### src/rtl/mems_pkg.sv
// Shared definitions for the MEMS microphone capture controller.
//   state_e      : capture FSM states
//   ERR_*        : err_code_o encodings
//   DW_DEFAULT   : default PCM sample width
package mems_pkg;

    typedef enum logic [2:0] {
        ST_IDLE    = 3'd0,
        ST_SETTLE  = 3'd1,
        ST_CAPTURE = 3'd2,
        ST_DRAIN   = 3'd3,
        ST_ERR     = 3'd4
    } state_e;

    localparam logic [1:0] ERR_NONE  = 2'b00;
    localparam logic [1:0] ERR_OVF   = 2'b01;
    localparam logic [1:0] ERR_TMO   = 2'b10;
    localparam logic [1:0] ERR_ABORT = 2'b11;

    localparam int unsigned DW_DEFAULT = 16;

endpackage

### src/rtl/mems_capture_ctrl_if.sv
// Frame output bus from the capture controller to the downstream CNN buffer.
//   frm_data_o  : frame sample
//   frm_idx_o   : sample index within the frame
//   frm_last_o  : marks the final sample of the frame
//   frm_valid_o : sample available
//   frm_ready_i : consumer accepts the sample this cycle
// master = capture controller, slave = consumer.
interface mems_capture_ctrl_if
    import mems_pkg::*;
#(
    parameter int unsigned DW = DW_DEFAULT,
    parameter int unsigned IW = 8
);
    logic [DW-1:0] frm_data_o;
    logic [IW-1:0] frm_idx_o;
    logic          frm_last_o;
    logic          frm_valid_o;
    logic          frm_ready_i;

    modport master (
        output frm_data_o,
        output frm_idx_o,
        output frm_last_o,
        output frm_valid_o,
        input  frm_ready_i
    );

    modport slave (
        input  frm_data_o,
        input  frm_idx_o,
        input  frm_last_o,
        input  frm_valid_o,
        output frm_ready_i
    );
endinterface

### src/rtl/mems_frm_fifo.sv
// Two-entry FIFO for frame payloads. The head entry is always held in
// head_q so the output is straight from a register and stays stable until
// popped.
//   sys_clk, sys_rst : clock, synchronous active-high reset
//   push_i, push_data_i : write an entry (caller never pushes when full
//                         without a same-cycle pop)
//   pop_i            : remove head entry (ignored when empty)
//   flush_i          : discard all entries
//   head_o           : current head entry
//   empty_o, full_o  : occupancy flags
module mems_frm_fifo #(
    parameter int unsigned PW = 25
) (
    input  logic          sys_clk,
    input  logic          sys_rst,
    input  logic          push_i,
    input  logic [PW-1:0] push_data_i,
    input  logic          pop_i,
    input  logic          flush_i,
    output logic [PW-1:0] head_o,
    output logic          empty_o,
    output logic          full_o
);
    logic [PW-1:0] head_q;
    logic [PW-1:0] tail_q;
    logic [1:0]    cnt_q;
    logic          pop_ok;

    assign pop_ok  = pop_i & (cnt_q != 2'd0);
    assign head_o  = head_q;
    assign empty_o = (cnt_q == 2'd0);
    assign full_o  = (cnt_q == 2'd2);

    // Occupancy and storage update; push+pop on a full FIFO shifts tail to head.
    always_ff @(posedge sys_clk) begin
        if (sys_rst || flush_i) begin
            head_q <= '0;
            tail_q <= '0;
            cnt_q  <= 2'd0;
        end else begin
            case ({push_i, pop_ok})
                2'b10: begin
                    if (cnt_q == 2'd0) begin
                        head_q <= push_data_i;
                        cnt_q  <= 2'd1;
                    end else if (cnt_q == 2'd1) begin
                        tail_q <= push_data_i;
                        cnt_q  <= 2'd2;
                    end
                end
                2'b01: begin
                    if (cnt_q == 2'd2) begin
                        head_q <= tail_q;
                    end
                    cnt_q <= cnt_q - 2'd1;
                end
                2'b11: begin
                    if (cnt_q == 2'd2) begin
                        head_q <= tail_q;
                        tail_q <= push_data_i;
                    end else begin
                        head_q <= push_data_i;
                    end
                end
                default: ;
            endcase
        end
    end
endmodule

### src/rtl/mems_capture_ctrl.sv
// MEMS microphone frame capture controller. Enables the mic, drops the
// decimator start-up samples, captures FRAME_LEN samples into a 2-entry
// output FIFO and reports overflow, strobe timeout or abort as a sticky error.
//   sys_clk, sys_rst   : clock, synchronous active-high reset
//   start_i, abort_i   : one-cycle capture request / abort request
//   chan_sel_i         : requested channel (0 = L, 1 = R)
//   smp_data_i/valid_i : decimated sample and its strobe
//   mic_en_o, sel_lr_o : microphone enable and L/R select
//   frm                : frame output bus (data, idx, last, valid/ready)
//   busy_o, done_o     : not idle / frame complete pulse
//   err_o, err_code_o  : sticky error and its cause
module mems_capture_ctrl
    import mems_pkg::*;
#(
    parameter int unsigned FRAME_LEN = 256,
    parameter int unsigned DISCARD   = 16,
    parameter int unsigned DW        = DW_DEFAULT,
    parameter int unsigned TIMEOUT   = 4096
) (
    input  logic                 sys_clk,
    input  logic                 sys_rst,
    input  logic                 start_i,
    input  logic                 abort_i,
    input  logic                 chan_sel_i,
    input  logic [DW-1:0]        smp_data_i,
    input  logic                 smp_valid_i,
    output logic                 mic_en_o,
    output logic                 sel_lr_o,
    output logic                 busy_o,
    output logic                 done_o,
    output logic                 err_o,
    output logic [1:0]           err_code_o,
    mems_capture_ctrl_if.master  frm
);
    localparam int unsigned IW  = $clog2(FRAME_LEN);
    localparam int unsigned PW  = DW + IW + 1;
    localparam int unsigned TW  = $clog2(TIMEOUT + 1);
    localparam int unsigned DCW = $clog2(DISCARD + 2);

    state_e          state_q;
    logic            mic_en_q;
    logic            sel_lr_q;
    logic            busy_q;
    logic            done_q;
    logic            err_q;
    logic [1:0]      err_code_q;
    logic [DCW-1:0]  dcnt_q;
    logic [IW-1:0]   scnt_q;
    logic [TW-1:0]   tmo_q;

    logic [PW-1:0]   fifo_head;
    logic            fifo_empty;
    logic            fifo_full;
    logic            pop_c;
    logic            push_c;
    logic            run_c;
    logic            abort_c;
    logic            ovf_c;
    logic            tmo_c;
    logic            flush_c;
    logic [PW-1:0]   push_data_c;

    // Error/handshake qualifiers; abort outranks overflow and timeout.
    assign run_c   = (state_q == ST_SETTLE) || (state_q == ST_CAPTURE);
    assign pop_c   = ~fifo_empty & frm.frm_ready_i;
    assign abort_c = abort_i & (run_c || (state_q == ST_DRAIN));
    assign ovf_c   = (state_q == ST_CAPTURE) & smp_valid_i & fifo_full & ~pop_c;
    assign tmo_c   = run_c & ~smp_valid_i & (tmo_q == TW'(TIMEOUT - 1));
    assign push_c  = (state_q == ST_CAPTURE) & smp_valid_i & ~abort_c & ~ovf_c;
    assign flush_c = abort_c | ovf_c | tmo_c;

    assign push_data_c = {(scnt_q == IW'(FRAME_LEN - 1)), scnt_q, smp_data_i};

    mems_frm_fifo #(.PW(PW)) u_fifo (
        .sys_clk     (sys_clk),
        .sys_rst     (sys_rst),
        .push_i      (push_c),
        .push_data_i (push_data_c),
        .pop_i       (pop_c),
        .flush_i     (flush_c),
        .head_o      (fifo_head),
        .empty_o     (fifo_empty),
        .full_o      (fifo_full)
    );

    // Capture sequencing FSM with registered status outputs.
    always_ff @(posedge sys_clk) begin
        if (sys_rst) begin
            state_q    <= ST_IDLE;
            mic_en_q   <= 1'b0;
            sel_lr_q   <= 1'b0;
            busy_q     <= 1'b0;
            done_q     <= 1'b0;
            err_q      <= 1'b0;
            err_code_q <= ERR_NONE;
            dcnt_q     <= '0;
            scnt_q     <= '0;
            tmo_q      <= '0;
        end else begin
            done_q <= 1'b0;
            if (flush_c) begin
                state_q    <= ST_ERR;
                mic_en_q   <= 1'b0;
                busy_q     <= 1'b1;
                err_q      <= 1'b1;
                err_code_q <= abort_c ? ERR_ABORT : (ovf_c ? ERR_OVF : ERR_TMO);
            end else begin
                case (state_q)
                    ST_IDLE, ST_ERR: begin
                        if (start_i) begin
                            state_q    <= (DISCARD == 0) ? ST_CAPTURE : ST_SETTLE;
                            sel_lr_q   <= chan_sel_i;
                            mic_en_q   <= 1'b1;
                            busy_q     <= 1'b1;
                            err_q      <= 1'b0;
                            err_code_q <= ERR_NONE;
                            dcnt_q     <= '0;
                            scnt_q     <= '0;
                            tmo_q      <= '0;
                        end
                    end
                    ST_SETTLE: begin
                        if (smp_valid_i) begin
                            tmo_q <= '0;
                            if (dcnt_q == DCW'(DISCARD - 1)) begin
                                state_q <= ST_CAPTURE;
                            end else begin
                                dcnt_q <= dcnt_q + DCW'(1);
                            end
                        end else begin
                            tmo_q <= tmo_q + TW'(1);
                        end
                    end
                    ST_CAPTURE: begin
                        if (smp_valid_i) begin
                            tmo_q  <= '0;
                            scnt_q <= scnt_q + IW'(1);
                            if (scnt_q == IW'(FRAME_LEN - 1)) begin
                                state_q  <= ST_DRAIN;
                                mic_en_q <= 1'b0;
                            end
                        end else begin
                            tmo_q <= tmo_q + TW'(1);
                        end
                    end
                    ST_DRAIN: begin
                        // Popping while exactly one entry remains empties the frame.
                        if (pop_c && !fifo_full) begin
                            state_q <= ST_IDLE;
                            busy_q  <= 1'b0;
                            done_q  <= 1'b1;
                        end
                    end
                    default: state_q <= ST_IDLE;
                endcase
            end
        end
    end

    assign mic_en_o   = mic_en_q;
    assign sel_lr_o   = sel_lr_q;
    assign busy_o     = busy_q;
    assign done_o     = done_q;
    assign err_o      = err_q;
    assign err_code_o = err_code_q;

    assign frm.frm_data_o  = fifo_head[DW-1:0];
    assign frm.frm_idx_o   = fifo_head[DW +: IW];
    assign frm.frm_last_o  = fifo_head[PW-1];
    assign frm.frm_valid_o = ~fifo_empty;
endmodule

### src/flat_wrapper.sv
// flat-port wrapper written by rule: the top's interface ports become plain ports
module mems_capture_ctrl_flat import mems_pkg::*;
#(
    parameter int unsigned FRAME_LEN = 256,
    parameter int unsigned DISCARD   = 16,
    parameter int unsigned DW        = DW_DEFAULT,
    parameter int unsigned TIMEOUT   = 4096
)
  (sys_clk, sys_rst, start_i, abort_i, chan_sel_i, smp_data_i, smp_valid_i, mic_en_o, sel_lr_o, busy_o, done_o, err_o, err_code_o, frm_frm_data_o, frm_frm_idx_o, frm_frm_last_o, frm_frm_valid_o, frm_frm_ready_i);
  mems_capture_ctrl_if #(.DW(DW), .IW((8))) frm_i ();
  input  logic sys_clk;
  input  logic sys_rst;
  input  logic start_i;
  input  logic abort_i;
  input  logic chan_sel_i;
  input  logic [DW-1:0] smp_data_i;
  input  logic smp_valid_i;
  output logic mic_en_o;
  output logic sel_lr_o;
  output logic busy_o;
  output logic done_o;
  output logic err_o;
  output logic [1:0] err_code_o;
  output wire logic [$bits(frm_i.frm_data_o)-1:0] frm_frm_data_o;
  output wire logic [$bits(frm_i.frm_idx_o)-1:0] frm_frm_idx_o;
  output wire logic [$bits(frm_i.frm_last_o)-1:0] frm_frm_last_o;
  output wire logic [$bits(frm_i.frm_valid_o)-1:0] frm_frm_valid_o;
  input wire logic [$bits(frm_i.frm_ready_i)-1:0] frm_frm_ready_i;
  assign frm_frm_data_o = frm_i.frm_data_o;
  assign frm_frm_idx_o = frm_i.frm_idx_o;
  assign frm_frm_last_o = frm_i.frm_last_o;
  assign frm_frm_valid_o = frm_i.frm_valid_o;
  assign frm_i.frm_ready_i = frm_frm_ready_i;
  mems_capture_ctrl #(.FRAME_LEN(FRAME_LEN), .DISCARD(DISCARD), .DW(DW), .TIMEOUT(TIMEOUT)) u_core (.sys_clk(sys_clk), .sys_rst(sys_rst), .start_i(start_i), .abort_i(abort_i), .chan_sel_i(chan_sel_i), .smp_data_i(smp_data_i), .smp_valid_i(smp_valid_i), .mic_en_o(mic_en_o), .sel_lr_o(sel_lr_o), .busy_o(busy_o), .done_o(done_o), .err_o(err_o), .err_code_o(err_code_o), .frm(frm_i));
endmodule
### config.mk
export PLATFORM = sky130hd
export DESIGN_NAME = mems_capture_ctrl_flat
export DESIGN_NICKNAME = d
export VERILOG_FILES = /design/src/rtl/mems_pkg.sv /design/src/rtl/mems_capture_ctrl_if.sv /design/src/rtl/mems_frm_fifo.sv /design/src/rtl/mems_capture_ctrl.sv /design/src/flat_wrapper.sv
export SDC_FILE = /design/constraint.sdc
export NUM_CORES = 1
export LEC_CHECK = 0
export ABC_AREA = 1
export BUFFER_PORTS_ARGS = -buffer_cell sky130_fd_sc_hd__buf_4
export CELL_PAD_IN_SITES_DETAIL_PLACEMENT = 1
export CELL_PAD_IN_SITES_GLOBAL_PLACEMENT = 1
export CORE_MARGIN = 1.5
export CORE_UTILIZATION = 30
export DETAILED_ROUTE_END_ITERATION = 6
export PLACE_DENSITY_LB_ADDON = 0.1
export SYNTH_ARGS = -nofsm -noshare
export SYNTH_HDL_FRONTEND = slang
export SYNTH_SLANG_ARGS = --single-unit
### constraint.sdc
create_clock -name sys_clk -period 5.2 [get_ports sys_clk]
set_input_delay 0.26 -clock sys_clk [delete_from_list [all_inputs] [get_ports sys_clk]]
set_output_delay 0.26 -clock sys_clk [all_outputs]
set_load 0.005 [all_outputs]
[Word-level counts from Yosys, hierarchy flattened]
Cells that the tools add are included.
Cells by class
  muxes and demuxes: 45
  eq/ne operators: 31
  bitwise operators: 19
  add/subtract/negate cells: 4
  reductions and logical operators: 33
Operators with widths (number)
  $mux W25: 6
  $pmux W25 S3: 1
  $pmux W25 S2: 1
  $mux W13: 2
  $pmux W13 S2: 1
  $mux W3: 7
  $ne A2 B2 Y1 const B: 9
  $ne A3 B3 Y1 const B: 6
  $mux W8: 2
  $pmux W8 S2: 1
  $reduce_bool A2 Y1: 8
  $mux W5: 3
  $mux W2: 7
  $add A13 B1 Y13 const B: 1
  $eq A13 B12 Y1 const B: 1
  $pmux W3 S4: 1
  $reduce_and A3 Y1: 4
  $reduce_and A4 Y1: 3
  $reduce_and A6 Y1: 2
  $and A1 B1 Y1: 10
  $pmux W5 S2: 1
  $mux W1: 9
  $add A8 B1 Y8 const B: 1
  $eq A8 B8 Y1 const B: 1
  other kinds (24): 44
Storage, ports and cells
  input port bits: 23
  flip-flop bits (word level): 88
  output and inout bits: 33

[Logic depth before layout (Yosys ltp)]
  word-level depth: 10
  gate-level depth with buffers: 19
  gate-level depth less buffers: 18

[By module]
A second synthesis with hierarchy kept.
Unflattened totals
  cell total of the unflattened synthesis: 743
  area total of the unflattened synthesis: 4823.4 µm²
By module, submodules not included
  mems_frm_fifo: times used 1, seq. area each 1041.0 µm², area each 2648.8 µm², cells an instance 415
  mems_capture_ctrl: times used 1, seq. area each 720.7 µm², area each 2174.6 µm², cells an instance 328

[Least setup slack after synthesis]
No wires, ideal clock.
  path type: register -> register
  start point: reg u_core.u_fifo.cnt_q[0]
  end point: reg u_core.u_fifo.head_q[0], in the netlist u_core.u_fifo.head_o[0]
  path buffers: 1
  period minus slack after synthesis: 2.551 ns
  library setup time: 0.066 ns
  data required time: 5.134 ns
  cell stages (with the launch flop): 18
  arrival: 2.485 ns
  path slack: 2.649 ns
  cells stage by stage: dfxtp_1 inv_1 ha_1 inv_1 nand2_1 nand2_1 nor2_2 nor2_8 inv_1 nor2_1 inv_1 ha_1 a21oi_1 nand2_1 inv_1 clkbuf_1 nand2_1 a21oi_2
Between the ends
  cells in the longest elaborated chain, start to end: 10
  elaborated cells between the ends (all ways): 23
  classes of those cells: eq/ne (6); mux (2); bitwise (10); reduce/logical (5)
RTL lines
  start: declaration: RTL line mems_frm_fifo.sv:26  | logic [1:0] cnt_q;
  start signal: assignment: RTL line mems_frm_fifo.sv:55  | cnt_q <= cnt_q - 2'd1;
  $logic_not A2 Y1 *: RTL line mems_frm_fifo.sv:31  | assign empty_o = (cnt_q == 2'd0);
  $not A1 Y1 *
  via frm_frm_valid_o: RTL line flat_wrapper.sv:27  | output wire logic [$bits(frm_i.frm_valid_o)-1:0] frm_frm_valid_o;
  $and A1 B1 Y1 *: RTL line mems_capture_ctrl.sv:65  | assign pop_c = ~fifo_empty & frm.frm_ready_i;
  $not A1 Y1: RTL line mems_capture_ctrl.sv:67  | assign ovf_c = (state_q == ST_CAPTURE) & smp_valid_i & fifo_full & ~pop_c;
  $and A1 B1 Y1: RTL line mems_capture_ctrl.sv:67
  $not A1 Y1: RTL line mems_capture_ctrl.sv:69  | assign push_c = (state_q == ST_CAPTURE) & smp_valid_i & ~abort_c & ~ovf_c;
  $and A1 B1 Y1: RTL line mems_capture_ctrl.sv:69
  $eq A2 B2 Y1 or $eq A2 B1 Y1 (tied branches): RTL line mems_frm_fifo.sv:41  | case ({push_i, pop_ok})
  $ne A2 B1 Y1 (no source line) or $reduce_bool A3 Y1 (tied branches)
  $reduce_and A3 Y1 (no source line)
  end signal: assignment: RTL line mems_frm_fifo.sv:44  | head_q <= push_data_i;
  end signal: assignment: RTL line mems_frm_fifo.sv:53  | head_q <= tail_q;
  end signal: assignment: RTL line mems_frm_fifo.sv:59  | head_q <= tail_q;
  end: declaration: RTL line mems_frm_fifo.sv:24  | logic [PW-1:0] head_q;
Mark *: on every way through the listed nets, which the timed path passes. The rest lies on a longest branch.
A chain may end at the register's enable or synchronous reset.

[Worst setup path after layout]
  start point: reg u_core.u_fifo.cnt_q[0]
  end point: reg u_core.u_fifo.head_q[0], in the netlist u_core.u_fifo.head_o[0]
Between the ends
  cells in the longest elaborated chain, start to end: 10
  elaborated cells between the ends (all ways): 23
  classes of those cells: eq/ne (6); mux (2); bitwise (10); reduce/logical (5)
RTL lines (RTL line)
  $logic_not A2 Y1: mems_frm_fifo.sv:31, mems_frm_fifo.sv:43
  $not A1 Y1: mems_capture_ctrl.sv:65
  $and A1 B1 Y1: mems_capture_ctrl.sv:65
  $not A1 Y1: mems_capture_ctrl.sv:67
  $and A1 B1 Y1: mems_capture_ctrl.sv:67
  $not A1 Y1: mems_capture_ctrl.sv:69
  $and A1 B1 Y1: mems_capture_ctrl.sv:69
  $eq A2 B2 Y1 or $eq A2 B1 Y1 (tied branches): mems_frm_fifo.sv:41
  $ne A2 B1 Y1 (no source line) or $reduce_bool A3 Y1 (tied branches)
  $reduce_and A3 Y1 (no source line)
Several ways; a longest one is shown, not always the timed one.

==> out/qor.yml <==
post_drt_wl_per_cell_um: 14.4
core_um2: 15100
p_leak_nw: 2.15
ys.warnings.count: 0
synth_top_area_share_pct: 38.3
overflow: 0
cts.sinks: 88
postCtsSetupRepairBufs: 0
synth_top_cell_by_area: "dfxtp_1"
setup_viol: 0
die_height_um: 127
hold_class: "in2reg"
nNetsFinal: 755
status: "completed"
drt_wl_total_mm: 13.1
gp_congestion: 0.799
finClkSkew_ps: 7.50
period_needed_ps: 3240
cts_buffer_depth: 2
drv_cap: 0
drt_pre_antenna_iters: 4
r2r_slack_ps: 1960
fmaxAchievable_ghz: 0.308
worstSetupEndpointType: "flop"
slew_headroom_pct: 45.4
numCtsBuffers: 9
postCtsHoldBufs: 0
drcViolationCount: 0
synth_area_um2: 4600
clock_latency_ps: 350
grt_pass1_vias: 4491
syn_nets: 712
hold_violations: 0
die_area_um2: 16100
cts_resized: 0
worst_slew_pin_slew_ps: 817
finalCritPeriodShare_pct: 62.4
power_w: 0.00208
cp.required_ps: 5480
cp_max_fo: 27
cts_tree: "done"
finish.utilization_pct: 35.9
ys_top_cells_by_area: "dfxtp_1 (38%), nand2_1 (13%), nor2_1 (7.8%), a21oi_1 (7.4%), inv_1 (6.2%)"
yosysSeqAreaShare_pct: 38.3
vias: 4459
slew_violations: 0
diodes: 0
hpwlAfterDp_mm: 9.19
port_buffers: 55
grt_use_total_pct: 17.2
setup_tns_ps: 0
ys_ff_latch: 88
startpoint_type: "flop"
cp.arrival_ps: 3530
seqCellArea_um2: 1760
antenna_found_initial: 0
design_area_um2: 5410
drt-initial-drc-count: 198
cts.root.buffer_cell: "clkbuf_16"
avgSynthCellArea_um2: 6.79
multi_input_area_um2: 2370
die_w_um: 127
htree_levels: 3
drive_gt1_share_pct: 15.7
postPlaceCellArea_um2: 5110
syn2layout_area_growth_pct: 17.7
p_per_area_nw_per_um2: 384
rsz0062_at_grt: "false"
io_pins: 56
clkTransAtPathRegs_ps: 60
synth_cell_types: 31
timing_worst_setup_path_type: "reg2reg"
grt_max_degree: 56
grt_pass1_wl_mm: 22.1
netlist_instances: 678
start_util_pct: 30.5
ir_drop_mv: 0.167
num_rows: 45
ant_nets: 0
vias_per_cell: 4.88
fillers: 1923
## cells in the final DEF (no fill, tap or decap), types with 2 or more instances in the layout
cell,Yosys,layout
nand2_1,161,161
nor2_1,96,96
dfxtp_1,88,88
inv_1,76,76
a21oi_1,68,68
buf_4,0,58
nand3_1,50,50
o21ai_0,36,36
a21oi_2,13,13
ha_1,11,11
clkbuf_16,0,9
nor2_2,8,8
nor3_1,8,8
nand4_1,6,6
inv_2,4,4
nor2_4,3,3
nand2_2,3,3
nor4_1,3,3
a31oi_1,3,3
nand3_2,2,2
nand2_4,2,2
nand3_4,2,2
xor2_1,2,2
clkinv_2,0,2
## Yosys cell counts
| cell type | n |
|---|---|
| a21oi_1 | 68 |
| a21oi_2 | 13 |
| a31oi_1 | 3 |
| buf_2 | 5 |
| buf_6 | 7 |
| clkbuf_1 | 14 |
| dfxtp_1 | 88 |
| ha_1 | 11 |
| inv_1 | 76 |
| inv_2 | 4 |
| inv_6 | 1 |
| nand2_1 | 161 |
| nand2_2 | 3 |
| nand2_4 | 2 |
| nand3_1 | 50 |
| nand3_2 | 2 |
| nand3_4 | 2 |
| nand4_1 | 6 |
| nand4_2 | 1 |
| nand4_4 | 1 |
| nor2_1 | 96 |
| nor2_2 | 8 |
| nor2_4 | 3 |
| nor2_8 | 1 |
| nor3_1 | 8 |
| nor3b_1 | 1 |
| nor4_1 | 3 |
| o21ai_0 | 36 |
| o21ai_1 | 1 |
| o21bai_1 | 1 |
| xor2_1 | 2 |
## metrics by stage
step	setup WS [ps]	instances	hold slack (ps)
2_1_floorplan	2650	678	329
3_5_place_dp	1900	898	461
4_1_cts	1870	914	168
3_3_place_gp	2070	898	450
5_1_grt	1560	914	229
6_report	1960	914	186
## routing by layer
metal	vias to the layer above	routed length [um]	global-route usage (%)
met4	0	123	4.01
li1	2261	-	-
met1	2126	6130	20.5
met2	62	6470	31.0
met3	10	406	4.30
met5	-	0	0
## worst paths after layout
kind | start | end | depth (start not counted)
max | u_core.u_fifo.cnt_q[0] | u_core.u_fifo.head_o[0] | 17
min | chan_sel_i | u_core.sel_lr_o | 3
max reg2reg | u_core.u_fifo.cnt_q[0] | u_core.u_fifo.head_o[0] | 17
min reg2reg | u_core.u_fifo.head_o[16] | u_core.u_fifo.head_o[16] | 2
## flip-flops by register name (all words and copies together) (netlist names)
| name | flops |
|---|---|
| u_core.busy_o | 1 |
| u_core.sel_lr_o | 1 |
| u_core.scnt_q | 8 |
| u_core.err_o | 1 |
| u_core.u_fifo.tail_q | 25 |
| u_core.tmo_q | 13 |
| u_core.u_fifo.cnt_q | 2 |
| u_core.dcnt_q | 5 |
| u_core.state_q | 3 |
| u_core.mic_en_o | 1 |
| u_core.err_code_o | 2 |
| u_core.done_o | 1 |
| u_core.u_fifo.head_o | 25 |
## power breakdown
group	leakage, nW	switching, W	total (W)	internal, W
registers	0.711	0.0000502	0.000779	0.000728
logic	1.30	0.000435	0.000625	0.000190
clock network	0.145	0.000289	0.000674	0.000385
total	2.15	0.000774	0.00208	0.00130
## worst max-delay path, cell delays in order, from the launching register on
cell,delay [ps]
dfxtp_1,360
inv_1,80
ha_1,210
inv_1,150
nand2_1,140
nand2_1,100
nor2_2,70
nor2_8,200
inv_1,60
nor2_1,180
inv_1,100
ha_1,180
a21oi_1,120
nand2_1,70
buf_4,230
inv_1,610
nand2_1,160
a21oi_2,150
## cells by family after synthesis
group / after synthesis / share of synthesized area [%]
fa+ha+maj: 11 / 2.99
buf+inv: 107 / 10.1
flops: 88 / 38.3
xor+xnor: 2 / 0.381
compound gates: 122 / 14.5
simple gates: 348 / 33.8
## cell type report
class,count,area share [%]
clock buffer,11,4.48
clock inverter,5,1.04
inverter,81,5.71
multi-input combinational,483,43.8
sequential,88,32.5
tap,188,4.34
timing repair buffer,58,8.04
(Power assumes the default switching activity.)
